### config.mk
export PLATFORM = sky130hd
export DESIGN_NAME = bus_target_port
export DESIGN_NICKNAME = d
export VERILOG_FILES = /design/src/rtl/bus_pkg.sv /design/src/rtl/bus_target_port.sv
export SDC_FILE = /design/constraint.sdc
export NUM_CORES = 1
export LEC_CHECK = 0
export CAP_MARGIN = 20
export CORE_MARGIN = 1
export CORE_UTILIZATION = 30
export CTS_CLUSTER_DIAMETER = 200
export DETAILED_ROUTE_END_ITERATION = 7
export HOLD_SLACK_MARGIN = 0.15
export SLEW_MARGIN = 10
export SYNTH_ARGS = -nofsm -noshare
export SYNTH_HDL_FRONTEND = slang
export SYNTH_SLANG_ARGS = --single-unit
### constraint.sdc
create_clock -name clk -period 5.37 [get_ports clk]
set_input_delay 1.611 -clock clk [delete_from_list [all_inputs] [get_ports clk]]
set_output_delay 1.611 -clock clk [all_outputs]
set_load 0.1 [all_outputs]
### src/rtl/bus_pkg.sv
// ============================================================
// bus_pkg : shared BUSI command, address and target-state types
// Rev 1.0
// ============================================================
`default_nettype none

package bus_pkg;

  typedef enum logic [2:0] {
    CMD_IDLE  = 3'd0,
    CMD_READ  = 3'd1,
    CMD_WRITE = 3'd2,
    CMD_RDATA = 3'd3,
    CMD_WACK  = 3'd4,
    CMD_ERR   = 3'd7
  } cmd_t;

  localparam logic [3:0] RESP_TAR = 4'hF;

  localparam logic [3:0][31:0] DEV_BASE = {
    32'hF000_0300, 32'hF000_0200, 32'hF000_0100, 32'hF000_0000
  };

  typedef enum logic [2:0] {
    ST_IDLE     = 3'd0,
    ST_WDATA    = 3'd1,
    ST_RD_FETCH = 3'd2,
    ST_RD_WAIT  = 3'd3,
    ST_RESP     = 3'd4
  } tgt_state_t;

endpackage

`default_nettype wire

### src/rtl/bus_target_port.sv
// ============================================================
// bus_target_port : BUSI device-side responder driving a local register port
// Rev 1.0
// ============================================================
`default_nettype none

module bus_target_port
  import bus_pkg::*;
#(
  parameter logic [31:0] BASE_ADDR = DEV_BASE[0],
  parameter int unsigned NREGS     = 16
) (
  input  logic        clk,
  input  logic        reset,
  input  logic        selin,
  input  logic [2:0]  cmdin,
  input  logic [31:0] addrdatain,
  input  logic [1:0]  lenin,
  input  logic        ackin,
  output logic        reqout,
  output logic [3:0]  reqtar,
  output logic [2:0]  cmdout,
  output logic [31:0] addrdataout,
  output logic [1:0]  lenout,
  output logic [5:0]  reg_idx,
  output logic        reg_wr,
  output logic [31:0] reg_wdata,
  output logic        reg_rd,
  input  logic [31:0] reg_rdata,
  output logic        busy
);

  localparam logic [6:0] C_NREGS = 7'(NREGS);

  tgt_state_t  r_state;
  logic [31:0] r_addr;
  logic [1:0]  r_len;
  logic [1:0]  r_beat;
  logic [5:0]  r_idx;
  logic        r_is_read;

  logic [5:0]  w_idx;
  logic [6:0]  w_range;
  logic        w_err;
  logic [5:0]  w_beat_idx;
  logic [5:0]  w_next_idx;

  // Range is checked one bit wider so an overrunning burst cannot alias back into range.
  assign w_idx      = addrdatain[7:2];
  assign w_range    = {1'b0, w_idx} + {5'b0, lenin};
  assign w_err      = (addrdatain[31:8] != BASE_ADDR[31:8]) ||
                      (w_range >= C_NREGS) ||
                      !((cmdin == CMD_READ) || (cmdin == CMD_WRITE));
  assign w_beat_idx = r_idx + {4'b0, r_beat};
  assign w_next_idx = w_beat_idx + 6'd1;

  always_ff @(posedge clk or negedge reset) begin
    if (!reset) begin
      r_state     <= ST_IDLE;
      r_addr      <= '0;
      r_len       <= '0;
      r_beat      <= '0;
      r_idx       <= '0;
      r_is_read   <= 1'b0;
      reqout      <= 1'b0;
      reqtar      <= '0;
      cmdout      <= '0;
      addrdataout <= '0;
      lenout      <= '0;
      reg_idx     <= '0;
      reg_wr      <= 1'b0;
      reg_wdata   <= '0;
      reg_rd      <= 1'b0;
      busy        <= 1'b0;
    end else begin
      reg_wr <= 1'b0;
      reg_rd <= 1'b0;
      case (r_state)
        ST_IDLE: begin
          if (selin) begin
            r_addr    <= addrdatain;
            r_len     <= lenin;
            r_idx     <= w_idx;
            r_beat    <= '0;
            r_is_read <= (cmdin == CMD_READ) && !w_err;
            busy      <= 1'b1;
            if (w_err) begin
              r_state     <= ST_RESP;
              reqout      <= 1'b1;
              reqtar      <= RESP_TAR;
              cmdout      <= CMD_ERR;
              lenout      <= '0;
              addrdataout <= addrdatain;
            end else if (cmdin == CMD_WRITE) begin
              r_state <= ST_WDATA;
            end else begin
              r_state <= ST_RD_FETCH;
              reg_rd  <= 1'b1;
              reg_idx <= w_idx;
            end
          end
        end
        ST_WDATA: begin
          if (selin) begin
            reg_wr    <= 1'b1;
            reg_idx   <= w_beat_idx;
            reg_wdata <= addrdatain;
            if (r_beat == r_len) begin
              r_state     <= ST_RESP;
              reqout      <= 1'b1;
              reqtar      <= RESP_TAR;
              cmdout      <= CMD_WACK;
              lenout      <= r_len;
              addrdataout <= r_addr;
            end else begin
              r_beat <= r_beat + 2'd1;
            end
          end
        end
        // reg_rd was pulsed on entry; the bank returns data during RD_WAIT.
        ST_RD_FETCH: r_state <= ST_RD_WAIT;
        ST_RD_WAIT: begin
          r_state     <= ST_RESP;
          reqout      <= 1'b1;
          reqtar      <= RESP_TAR;
          cmdout      <= CMD_RDATA;
          lenout      <= r_len;
          addrdataout <= reg_rdata;
        end
        ST_RESP: begin
          if (ackin) begin
            reqout <= 1'b0;
            reqtar <= '0;
            if (r_is_read && (r_beat != r_len)) begin
              r_beat  <= r_beat + 2'd1;
              r_state <= ST_RD_FETCH;
              reg_rd  <= 1'b1;
              reg_idx <= w_next_idx;
            end else begin
              r_state <= ST_IDLE;
              busy    <= 1'b0;
            end
          end
        end
        default: begin
          r_state <= ST_IDLE;
          busy    <= 1'b0;
          reqout  <= 1'b0;
        end
      endcase
    end
  end

endmodule

`default_nettype wire

==> results of run 1 <==
-- worst max-delay path by stage --
stage                  start                     endpoint
3_3_place_gp   addrdatain[2]  addrdataout[13]$_DFFE_PN0P_
5_1_grt        addrdatain[2]  addrdataout[16]$_DFFE_PN0P_
4_1_cts        addrdatain[2]  addrdataout[18]$_DFFE_PN0P_
3_5_place_dp   addrdatain[2]  addrdataout[19]$_DFFE_PN0P_
2_1_floorplan  addrdatain[2]   addrdataout[0]$_DFFE_PN0P_
6_report       addrdatain[2]  addrdataout[18]$_DFFE_PN0P_
-- report_power, final --
group | total, W | internal, W | switching, W
clock network | 0.00102 | 0.000639 | 0.000379
registers | 0.00130 | 0.00113 | 0.000164
logic | 0.00224 | 0.000644 | 0.00159
-- layer usage --
metal,global-route usage [%],vias to the layer above
met4,5.66,0
met1,21.0,2175
met5,0,-
met2,27.6,149
met3,5.06,21
li1,-,2067
-- placed cells by master, fill, tap and decap left out, types with 4 or more instances in the layout --
master           netlist  final
o21ai_0               12     12
buf_4                  4      9
clkbuf_16              0     17
a2bb2oi_1              4      4
a21oi_1               41     41
a31oi_1                4      4
inv_1                  8      8
dfrtp_1              119    118
mux2_2                76     76
nand3_1                6      6
clkbuf_1               7      7
nand3b_1               4      4
clkinv_2               0      4
clkdlybuf4s50_1        0    154
ha_1                   5      5
mux2i_1               36     36
mux2_4                26     26
xor2_1                 4      4
nor2_1                42     42
nand2_1               18     18
-- logic make-up after synthesis --
family / after synthesis / synth area share (%)
AOI/OAI and AO/OA: 80 / 8.17
xor gates and xnor gates: 6 / 0.873
adders and majority gates: 7 / 1.70
buffers and inverters: 38 / 3.76
DFF: 119 / 49.5
muxes: 138 / 26.7
and+or+nand+nor: 101 / 9.33
-- final cells by class --
type / count / area share (%)
Timing Repair Buffer: 163 / 19.4
Sequential cell: 119 / 35.9
Clock inverter: 5 / 0.603
Multi-Input combinational cell: 332 / 34.1
Inverter: 8 / 0.362
Clock buffer: 25 / 5.61
Tap cell: 265 / 4.00
-- registers in the layout, indices dropped and copies added (netlist names), 2 cells and up --
register     cells
addrdataout     32
r_addr          32
reg_wdata       32
reg_idx          6
r_state          3
cmdout           2
lenout           2
r_beat           2
r_len            2
-- worst reg2reg max path: cells and delay by family, from the launching register on --
family	cells	cell delay (ns)
buffers and inverters	2	0.93
flip-flops	1	0.65
multiplexers	2	0.51
AND/OR/NAND/NOR	1	0.66
-- metrics by stage --
step	util (%)	setup slack (ns)	cell area (sq um)
after floorplan	-	1.67	6020
after global placement	39.7	0.612	7780
after detailed placement	39.7	0.525	7780
after CTS	42.4	0.958	8300
after global routing	42.4	0.782	8300
final	42.4	0.938	8300
-- synthesized netlist by cell type, drive strengths merged, types with 2 or more instances --
cell type	instances	area, sq um
nand4	4	37.5
nand4b	2	17.5
buf	23	170
a2bb2oi	4	35.0
nand3	6	30.0
or3	4	25.0
mux2i	36	360
nor2	42	158
nor4b	2	23.8
dfrtp	119	2980
nor3b	3	22.5
xnor2	2	17.5
nand2	18	67.6
o21ai	12	60.1
fa	2	40.0
o211ai	2	15.0
clkbuf	7	26.3
nor4	6	71.3
ha	5	62.6
nand3b	4	30.0
a21o	2	15.0
inv	8	30.0
a22oi	3	22.5
xor2	4	35.0
a31oi	4	25.0
mux2	102	1250
nor2b	2	12.5
a21oi	41	205
a211oi	3	22.5
==> summary.txt, run 1 <==
Worst hold path
  – Hold path start: busy$_DFFE_PN0P_
  – Hold path cells: 1
  – Hold crit path type: reg -> reg
  – Sink of the worst hold path: busy$_DFFE_PN0P_

Power
  – Pwr dens: approximately 550 mW/mm^2
  – Pwr Total: about 0.0046 W
  – VDD IR max: 0.000338 V
  – Leakage: approximately 3.5 nW

Worst setup path
  – Worst reg2reg path endpoint: addrdataout[18]$_DFFE_PN0P_
  – Slowest-stage cell, CP: clkdlybuf4s50_1
  – CP Class: in -> reg
  – CP peak stage delay: around 0.48 ns
  – CP top delay family: buffers and inverters
  – Cell Chain, Critical Path: clkdlybuf4s50_1 -> ha_1 -> fa_1 -> nand4b_1 -> nand4_1 -> o41ai_2 -> or3_2 -> buf_4 -> mux2_4
  – Critical path depth in cells: 9
  – R2R setup slack: ~2.5 ns
  – Reg2Reg Depth: 5
  – CP Launch Type: input port
  – Critical Path RT: around 5.7 ns
  – RR Startpoint: r_state[1]$_DFFE_PN0P_
  – CP Buf/Inv Count: 2
  – WP data arrival: roughly 4.7 ns
  – Worst-path fanout max: 23
  – Crit path capture type: flip-flop

Floorplan
  – Die area: slightly above 0.02 sq mm
  – Die Y-Extent: ~140 microns
  – Die Wd: 144 microns
  – FP Rows: 51
  – IO Count: ~160
  – Initial Util: between 30% and 40%
  – Core box area: 0.0196 sq mm

Timing
  – Clock skew: 0.00710 ns
  – Period minus WS final: 4.43 ns
  – RSZ-0062 raised after global routing: false
  – Achievable Freq: ~230 MHz
  – Final setup fails: 0
  – Min Hold Slack: 0.493 ns
  – Final period util: 82.5%
  – Setup TNS: 0 ns
  – Slew margin rel.: about 31%
  – Final hold vios: 0
  – Final slew viol count: 0
  – Worst Max-Slew Pin Slew: about 1.0 ns

Final layout
  – Multi-input logic area: approximately 0.0028 sq mm
  – Final std cells w/o fill: approximately 920
  – Filler cells: approximately 1.9k
  – Register area: slightly below 0.003 sq mm
  – Layout cells sized above 1: ~23%
  – Antenna Cells: 0
  – Area growth syn-to-layout: 37.8%
  – Final net count: roughly 720

Clock network
  – Root buffer cell: clkbuf_16
  – Setup bufs post-CTS: 0
  – H-tree depth: 4
  – Cts repair resizes: 0
  – Clock-pin slew on the worst setup and hold paths: roughly 0.05 ns
  – CTS tree: built
  – Clk Latency, worst-skew pair: 0.41 ns
  – CTS Buf Count: 17
  – Cts hold-fix bufs: 0
  – CTS Buffer Depth: 2
  – # clock sinks: roughly 120

Drt
  – Met3 wire length: 1.07 mm
  – First drt pass iteration count: 4
  – Top layer in use: met4
  – Antenna Violating Nets Remaining: 0
  – Vias per cell: ~4.8
  – Final wirelength: around 16 mm
  – DR iter-0 viols: around 220
  – WL met1: 7.11 mm
  – DRC: 0
  – Via count: between 4k and 5k
  – WL met2: between 8 and 9 mm
  – Routed wire per std cell: 18.0 microns

Place
  – PortBufs: 155
  – Placed cells: between 800 and 900
  – Hpwl dp: 11.7 mm
  – GPL Wtd Cong: between 0.8 and 0.9

Yosys
  – Syn Nets: about 570
  – Cell area after synthesis: roughly 0.006 sq mm
  – Cells after Synth: a little under 500
  – #FFs+latches synth: 119
  – Predominant post-synthesis flop cell: dfrtp_1
  – Async S/R FF share, synth: 100%
  – Yosys warning total: 0
  – Post-synthesis sequential area ratio: between 40 and 50%
  – Yosys cell types: 55
  – Post-Syn Area per Cell: 12.3 sq um
  – Number of synthesized flops with an enable pin: 0

GRT
  – Largest net degree at the start of global routing: 72
  – First-pass GRT wire length: between 20 and 30 mm
  – Grt total ovfl: 0
  – Initial antenna violation count: 0
  – GRT Total Usage: between 10% and 20%
  – Vias in the first global route: ~4.6k

Job
  – Max-Cap Viols: 0

Status
  – Status: completed
No activity file was read; power rests on OpenSTA's default activity.
==> run 2, diff against run 1 <==
- clock period: 5.37 -> 4 ns (I/O delays scaled with it)
==> run 2 against run 1 <==
Effect of this change:
- critical path depth is the same
- non-clock buffer count grew 8
- global-route usage grew 0.12 points
- core utilization grew 0.89 points
- critical path type unchanged
- flip-flop and latch count is the same
- die area is the same
- register-to-register slack lost 1.1 ns
- via count grew 1.7%
- largest power group unchanged
- combinational power grew 34%
- first-iteration DRC count shrank 22%
- clock power grew 66%
- count of clock-buffer cells in the layout shrank 2
- highest routed layer unchanged
==> summary.txt, run 2 (synthesis gave the netlist of run 1 again) <==
Place
  – Placed cells: 895 (was 887)
  – PortBufs: 155 (unchanged)
  – Hpwl dp: 11.7 mm (about the same)
  – GPL Wtd Cong: 0.829 (was 0.883)

Worst setup path
  – Reg2Reg Depth: 6 (was 5)
  – Worst-path fanout max: 36 (was 23)
  – Critical Path RT: 4.29 ns (was 5.66 ns)
  – RR Startpoint: r_state[1]$_DFFE_PN0P_ (unchanged)
  – Destination of the critical timing path: addrdataout[23]$_DFFE_PN0P_ (was addrdataout[18]$_DFFE_PN0P_)
  – CP Launch Type: input port (unchanged)
  – CP startpoint: addrdatain[2] (unchanged)
  – Worst reg2reg path endpoint: addrdataout[6]$_DFFE_PN0P_ (was addrdataout[18]$_DFFE_PN0P_)
  – Crit path capture type: flip-flop (unchanged)
  – WP data arrival: 3.78 ns (was 4.72 ns)
  – CP Class: in -> reg (unchanged)
  – R2R setup slack: 1.41 ns (was 2.51 ns)

Clock network
  – CTS Buf Count: 17 (unchanged)
  – Clock-pin slew on the worst setup and hold paths: 0.06 ns (was 0.05 ns)
  – Setup bufs post-CTS: 0 (unchanged)
  – # clock sinks: 119 (unchanged)
  – Cts hold-fix bufs: 0 (unchanged)
  – CTS tree: built (unchanged)
  – Cts repair resizes: 0 (unchanged)
  – Clk Latency, worst-skew pair: 0.41 ns (about the same)
  – CTS Buffer Depth: 2 (unchanged)
  – H-tree depth: 4 (unchanged)
  – Root buffer cell: clkbuf_16 (unchanged)

Worst hold path
  – Hold path cells: 1 (unchanged)
  – Hold crit path type: reg -> reg (unchanged)

Final layout
  – Most common cell after layout, fill and taps aside: clkdlybuf4s50_1 (unchanged)
  – Antenna Cells: 0 (unchanged)
  – Largest registers: addrdataout (32), r_addr (32), reg_wdata (32) (unchanged)
  – Final net count: 729 (was 721)
  – Final std cells w/o fill: 927 (was 917)
  – Filler cells: 1,808 (was 1,876)
  – Core Util, Final: 43.2% (was 42.4%)
  – Area growth syn-to-layout: 40.7% (was 37.8%)
  – Commonest non-fill, non-tap cells in the layout: clkdlybuf4s50_1 (137), dfrtp_1 (118), mux2_2 (76) (was clkdlybuf4s50_1 (154), dfrtp_1 (118), mux2_2 (76))
  – Layout cells sized above 1: 27.3% (was 23.0%)

GRT
  – GRT Total Usage: 16.9% (was 16.8%)
  – Largest net degree at the start of global routing: 67 (was 72)
  – First-pass GRT wire length: 26.1 mm (was 25.9 mm)
  – Initial antenna violation count: 0 (unchanged)
  – Vias in the first global route: 4,750 (was 4,637)
  – Grt total ovfl: 0 (unchanged)

Timing
  – Final setup fails: 0 (unchanged)
  – Final period util: 87.4%
  – Setup TNS: 0 ns (unchanged)
  – Achievable Freq: roughly 290 MHz
  – Slew margin rel.: 31.6% (was 30.9%)
  – Clock skew: 0.00812 ns (was 0.00710 ns)
  – Worst Max-Slew Pin Slew: 1.02 ns (was 1.03 ns)
  – RSZ-0062 raised after global routing: false (unchanged)
  – Final hold vios: 0 (unchanged)
  – Period minus WS final: ~3.5 ns
  – Final slew viol count: 0 (unchanged)

Job
  – Max-Cap Viols: 0 (unchanged)

Floorplan
  – Die Wd: 144 microns (unchanged)
  – Die Y-Extent: 144 microns (unchanged)
  – Die area: 0.0206 sq mm (unchanged)
  – IO Count: 156 (unchanged)
  – Initial Util: 30.7% (unchanged)
  – FP Rows: 51 (unchanged)
  – Core box area: 0.0196 sq mm (unchanged)

Status
  – Status: completed (unchanged)

Drt
  – Final wirelength: 16.7 mm (was 16.5 mm)
  – Vias per cell: 4.84 (was 4.81)
  – Antenna Violating Nets Remaining: 0 (unchanged)
  – DR iter-0 viols: 174 (was 222)
  – Routed wire per std cell: 18.0 microns (about the same)
  – First drt pass iteration count: 4 (unchanged)
  – Via count: 4,485 (was 4,412)
  – DRC: 0 (unchanged)

Power
  – Leakage: 3.58 nW (was 3.45 nW)
  – VDD IR max: 0.000348 V (was 0.000338 V)
  – Pwr dens: 761 mW/mm^2 (was 549 mW/mm^2)
  – Pwr Total: 0.00645 W (was 0.00455 W)
run 2: cell count changes in the layout (fill, tap and decap cells not counted):
cell,change
buf_4,+23
clkdlybuf4s50_1,-17
bufinv_16,+4
clkbuf_1,-4
buf_12,+2
clkbuf_8,+2
run 2: per-stage QoR:
step           hold slack [ns]  worst slack, ns  instance area, sq um
2_1_floorplan            0.480            0.710                  6020
4_1_cts                  0.493            0.498                  8470
3_5_place_dp             0.480           0.0683                  7820
6_report                 0.491            0.505                  8470
3_3_place_gp             0.473            0.179                  7820
5_1_grt                  0.510            0.437                  8470
run 2: worst min-delay path by stage:
stage | startpoint | endpoint | slack, ns
finish | busy$_DFFE_PN0P_ | busy$_DFFE_PN0P_ | 0.49
global route | busy$_DFFE_PN0P_ | busy$_DFFE_PN0P_ | 0.51
global placement | busy$_DFFE_PN0P_ | busy$_DFFE_PN0P_ | 0.47
floorplan | r_addr[0]$_DFFE_PN0P_ | r_addr[0]$_DFFE_PN0P_ | 0.48
CTS | busy$_DFFE_PN0P_ | busy$_DFFE_PN0P_ | 0.49
detailed placement | busy$_DFFE_PN0P_ | busy$_DFFE_PN0P_ | 0.48
run 2: final cells by class:
type                       instances  area [sq um]  share of cell area (%)
clock buffer                      23           478                    5.64
clock inverter                     9           170                    2.01
inverter                           8          30.0                   0.354
multi-input combinational        332          2830                    33.4
sequential                       119          2980                    35.2
tap                              265           332                    3.91
timing repair buffer             171          1650                    19.5
run 2: power by group:
| group | switching [W] | internal [W] | total, W |
|---|---|---|---|
| sequential | 0.000224 | 0.00152 | 0.00174 |
| combinational | 0.00215 | 0.000863 | 0.00301 |
| clock | 0.000542 | 0.00115 | 0.00169 |
| total | 0.00291 | 0.00353 | 0.00645 |
run 2: metal layers:
| layer | share of wire [%] | vias up | GRT usage [%] | wire [microns] |
|---|---|---|---|---|
| met5 | 0 | - | 0 | 0 |
| met4 | 1.2 | 0 | 5.38 | 195 |
| met3 | 5.9 | 16 | 5.46 | 984 |
| met2 | 49 | 132 | 28.0 | 8130 |
| met1 | 44 | 2242 | 20.9 | 7390 |
| li1 | - | 2095 | - | - |
run 2: critical path, cell delays in order:
cell	delay, ns
clkdlybuf4s50_1	0.43
ha_1	0.24
fa_1	0.42
nand4b_1	0.16
nand4_1	0.16
o41ai_2	0.29
or3_2	0.21
buf_12	0.28
mux2_2	0.38
